## src/rtl/rf_mp_scoreboard.sv

```systemverilog
// rtl/rf_mp_scoreboard.sv - multi-port register file with write-first bypass and per-register busy scoreboard
module rf_mp_scoreboard #(
  parameter int DATA_W   = 32,
  parameter int ADDR_W   = 5,
  parameter int NUM_RD   = 2,
  parameter int NUM_WR   = 2,
  parameter int ZERO_REG = 1
) (
  input  logic                       clk,
  input  logic                       rst,
  input  logic [NUM_WR-1:0]          wr_en,
  input  logic [NUM_WR*ADDR_W-1:0]   wr_addr,
  input  logic [NUM_WR*DATA_W-1:0]   wr_data,
  input  logic [NUM_RD*ADDR_W-1:0]   rd_addr,
  output logic [NUM_RD*DATA_W-1:0]   rd_data,
  output logic [NUM_RD-1:0]          rd_busy,
  input  logic                       rsv_en,
  input  logic [ADDR_W-1:0]          rsv_addr,
  output logic [(1<<ADDR_W)-1:0]     busy_vec
);

  localparam int DEPTH = 1 << ADDR_W;

  // Packed storage so reset and indexing use exact-width addresses
  logic [DEPTH-1:0][DATA_W-1:0] mem;
  logic [DEPTH-1:0]             busy;

  // Address 0 is inert when the zero register is enabled
  function automatic logic is_zero(input logic [ADDR_W-1:0] a);
    return (ZERO_REG != 0) && (a == '0);
  endfunction

  // Writes in port order so the highest-index port wins a same-address conflict;
  // the reserve is applied last so a new producer outlives a retiring one
  always_ff @(posedge clk) begin
    if (rst) begin
      mem  <= '0;
      busy <= '0;
    end else begin
      for (int k = 0; k < NUM_WR; k++) begin
        if (wr_en[k] && !is_zero(wr_addr[k*ADDR_W +: ADDR_W])) begin
          mem[wr_addr[k*ADDR_W +: ADDR_W]]  <= wr_data[k*DATA_W +: DATA_W];
          busy[wr_addr[k*ADDR_W +: ADDR_W]] <= 1'b0;
        end
      end
      if (rsv_en && !is_zero(rsv_addr)) begin
        busy[rsv_addr] <= 1'b1;
      end
    end
  end

  for (genvar j = 0; j < NUM_RD; j++) begin : g_rd
    logic [ADDR_W-1:0] ra;
    logic [DATA_W-1:0] rdat;
    logic              rbusy;
    logic              hit;

    assign ra = rd_addr[j*ADDR_W +: ADDR_W];

    // Write-first read: the winning same-cycle write is forwarded and masks the busy bit
    always_comb begin
      hit  = 1'b0;
      rdat = mem[ra];
      for (int k = 0; k < NUM_WR; k++) begin
        if (wr_en[k] && (wr_addr[k*ADDR_W +: ADDR_W] == ra)) begin
          hit  = 1'b1;
          rdat = wr_data[k*DATA_W +: DATA_W];
        end
      end
      rbusy = busy[ra] & ~hit;
      if (is_zero(ra)) begin
        rdat  = '0;
        rbusy = 1'b0;
      end
    end

    assign rd_data[j*DATA_W +: DATA_W] = rdat;
    assign rd_busy[j]                  = rbusy;
  end

  // Bit 0 is masked as well, so the zero register can never appear busy
  always_comb begin
    busy_vec = busy;
    if (ZERO_REG != 0) begin
      busy_vec[0] = 1'b0;
    end
  end

endmodule

```

## config.mk

```make
export PLATFORM = sky130hd
export DESIGN_NAME = rf_mp_scoreboard
export DESIGN_NICKNAME = d
export VERILOG_FILES = /design/src/rtl/rf_mp_scoreboard.sv
export SDC_FILE = /design/constraint.sdc
export NUM_CORES = 2
export LEC_CHECK = 0
export BUFFER_PORTS_ARGS = -buffer_cell sky130_fd_sc_hd__clkbuf_2
export CAP_MARGIN = 15
export CORE_MARGIN = 5
export CORE_UTILIZATION = 25
export CTS_CLUSTER_DIAMETER = 40
export DETAILED_ROUTE_END_ITERATION = 10
export GPL_TIMING_DRIVEN = 0
export PLACE_DENSITY = 0.41
export SYNTH_ARGS = -nofsm -noshare
export SYNTH_HDL_FRONTEND = slang
export SYNTH_SLANG_ARGS = --single-unit
```

## constraint.sdc

```tcl
create_clock -name clk -period 3.9 [get_ports clk]
set_clock_uncertainty 0.05 [all_clocks]
set_input_delay 0.195 -clock clk [delete_from_list [all_inputs] [get_ports clk]]
set_output_delay 0.195 -clock clk [all_outputs]
set_load 0.005 [all_outputs]
```

==> run metrics <==
status=finished, violations left; violated checks=setup timing; share of cells above drive strength 1=19.3%; Int Pwr=around 26000 µW; fin cells=approximately 11000; Worst R2R End=mem[419]; sequential cell area fraction in the yosys report=between 30% and 40%; Syn Std Cell Area=between 60000 and 70000 µm²; EDFF count, synth=0; worst setup margin=-0.199 ns; worst flop-to-flop path startpoint=mem[419]; wire per inst=between 30 and 40 µm; clk_lat worst skew=0.88 ns; Ports=about 190; most common cell after layout, fill and taps aside=nor2_1; Clock power frac=slightly below 60%; row cnt=between 150 and 200; switch share=between 20% and 30%; Worst Hold Class=in -> reg; syn nets=7370; dominant cells by area after synthesis=dfxtp_1, mux4_2, mux2i_1, a211oi_1, nor2_1; Pins Over Slew Limit=0; normalized max-slew margin=under 10%; most frequent cells in the layout=nor2_1, dfxtp_1, clkbuf_1, a211oi_1, mux2i_1; Met2 Routed Length=roughly 200000 µm; Core Region=between 200000 and 300000 µm²; Hold WS=0.0481 ns; placed cell count=10900; total wire length=447000 µm; largest net degree at the start of global routing=18; Fill cells=about 28000; Setup TNS=-0.696 ns; post-route minimum period=roughly 4.1 ns; Synth Register Bits=about 1100; hpwl dp=about 370000 µm; Distinct cells, synth=between 60 and 70; CTS tree=done; crit path capture=rd_data[63]; syn_area_per_cell=8.99 µm²; Root Driver=clkbuf_16; final setup fails=19; Seq pwr share=between 30% and 40%; Final Cycle Share=105%; cts bufs inserted=around 240; fmax=around 240 MHz; maximum VDD drop=~0.49 mV; ANT nets after route=0; Mapped Cells=around 7300; Sw Pwr=11000 µW; Die Wd=~520 µm; static leakage=0.0270 µW; Synthesis Warnings=0; WP data arrival=a little under 4 ns; via count=just under 70000; multi-input logic area=39900 µm²; vias per inst=5.90; Worst Min Path Start=wr_data[16]; worst r2r path cells=2; Die Ht=~520 µm; worst-case clock buffer depth=3; P per Cell Area=~460 nW/µm²; Reg clk slew, reported paths=~0.050 ns; worst-path fanout max=10; Starting Density=25.1%; WS Path Type=in -> out; WL met1=roughly 180000 µm; vias in the first global route=65500; total gr overflow=0; unrepaired setup endpoints after global routing=no; post-synth top area cell=dfxtp_1; Combinational Power Share=between 10% and 20%; drt first pass iters=6; dpl ws=-1.15 ns; initial antenna violation count=64; nets=7813; r2r setup slk=roughly 2.7 ns; Seq. cell area=around 21000 µm²; first-pass GRT wire length=585000 µm; Max-cap violations=0; die area=272000 µm²; Synth top area share=roughly 32%; kind of end point of the critical path=output pin; Layout area overhead=22.8%; gp weighted congestion=around 1.1; Async SR Flop Fraction=0%; H-tree depth=4; Worst EP required=roughly 3.7 ns; Routed met3 length=~43000 µm; worst slew pin tran=1.42 ns; Fin. Hold Viols=0; DRC=0; CP Launch Type=primary input; Worst setup startpoint=rd_addr[9]; aggregate global-route resource usage=between 30% and 40%; Top Layer Used=met5; commonest register cell after synthesis=dfxtp_1; Clock Sinks=between 1000 and 1500; IO buf count=~110; Iter 0 DRT Violations=approximately 8300
cell type report:
cell class,count,share of cell area [%]
Multi-Input combinational cell,5107,49.8
Sequential cell,1056,26.3
Clock buffer,294,8.02
Buffer,1045,5.68
Tap cell,3496,5.45
Clock inverter,148,2.43
Timing Repair Buffer,207,1.97
Inverter,67,0.313
Antenna cell,14,0.0436
how the worst min path moves through the flow:
stage,to,slack (ns),depth (start not counted)
final,mem[848],0.05,3
after global routing,mem[816],0.03,3
after detailed placement,mem[18],0.42,1
after global placement,mem[28],0.41,1
after CTS,mem[848],0.0001,3
after floorplan,busy[3],0.29,2
registers in the layout, indices dropped and copies added (netlist names):
register	flops
busy	32
mem	1024
through the flow:
stage | total power [µW] | area [µm²] | util, %
global route | 37600 | 80200 | 30.9
floorplan | 13300 | 65400 | -
CTS | 36900 | 80200 | 30.9
global placement | 15500 | 70300 | 27.0
finish | 37000 | 80300 | 30.9
detailed placement | 15500 | 70600 | 27.2
cells by family after synthesis:
family,Yosys count,synth area share [%]
AO/OA/AOI/OAI,1675,18.7
buffers and inverters,1113,7.19
other,1,0.00574
flip-flops,1056,32.3
AND/OR/NAND/NOR,2243,14.4
multiplexers,1168,27.2
XOR/XNOR,20,0.268
critical path: stages:
cell and delay, ns:
clkbuf_2 0.66, clkbuf_1 0.51, buf_8 0.26, clkbuf_2 0.67, o21ai_0 0.20, o211ai_1 0.31, a31oi_1 0.18, a21oi_1 0.57
clkbuf_2 0.23
routing by layer:
metal	track usage, %	up-vias
li1	-	28200
met1	39.6	34600
met2	49.2	3799
met3	8.44	812
met4	16.7	16
met5	0	-
synthesized netlist by cell type, types with 29 or more instances:
cell type / n
dfxtp_1: 1056
nor3_1: 159
a311oi_1: 320
clkbuf_1: 687
o21ai_0: 64
buf_4: 66
a31oi_1: 64
a221oi_1: 34
inv_1: 33
a221o_1: 31
mux2_2: 155
o211ai_1: 35
clkbuf_2: 31
o32ai_1: 29
nor2b_1: 47
buf_2: 143
nand2_1: 418
clkinv_1: 32
a211oi_1: 672
nand3_1: 334
o22ai_1: 34
nor2_1: 1224
buf_1: 112
mux2i_1: 544
o221ai_1: 31
a22o_1: 31
mux4_2: 469
a21oi_1: 302
power groups by stage:
stage                     sequential, µW  combinational, µW  clock, µW
after CTS                          11200               4220      21500
after floorplan                    11300               2010          0
after global placement             11400               4050          0
after detailed placement           11400               4090          0
after global routing               11200               4370      22000
final                              11200               4380      21400
repair_timing:
item                       in CTS  in global routing
setup endpoints to repair      66                  4
buffers inserted                0                  1
hold buffers                   77                  0
resized for setup             104                  8
pin swaps                       0                  0
hold endpoints to repair      223                  0
Note: power is estimated with default switching activity, not from simulation.
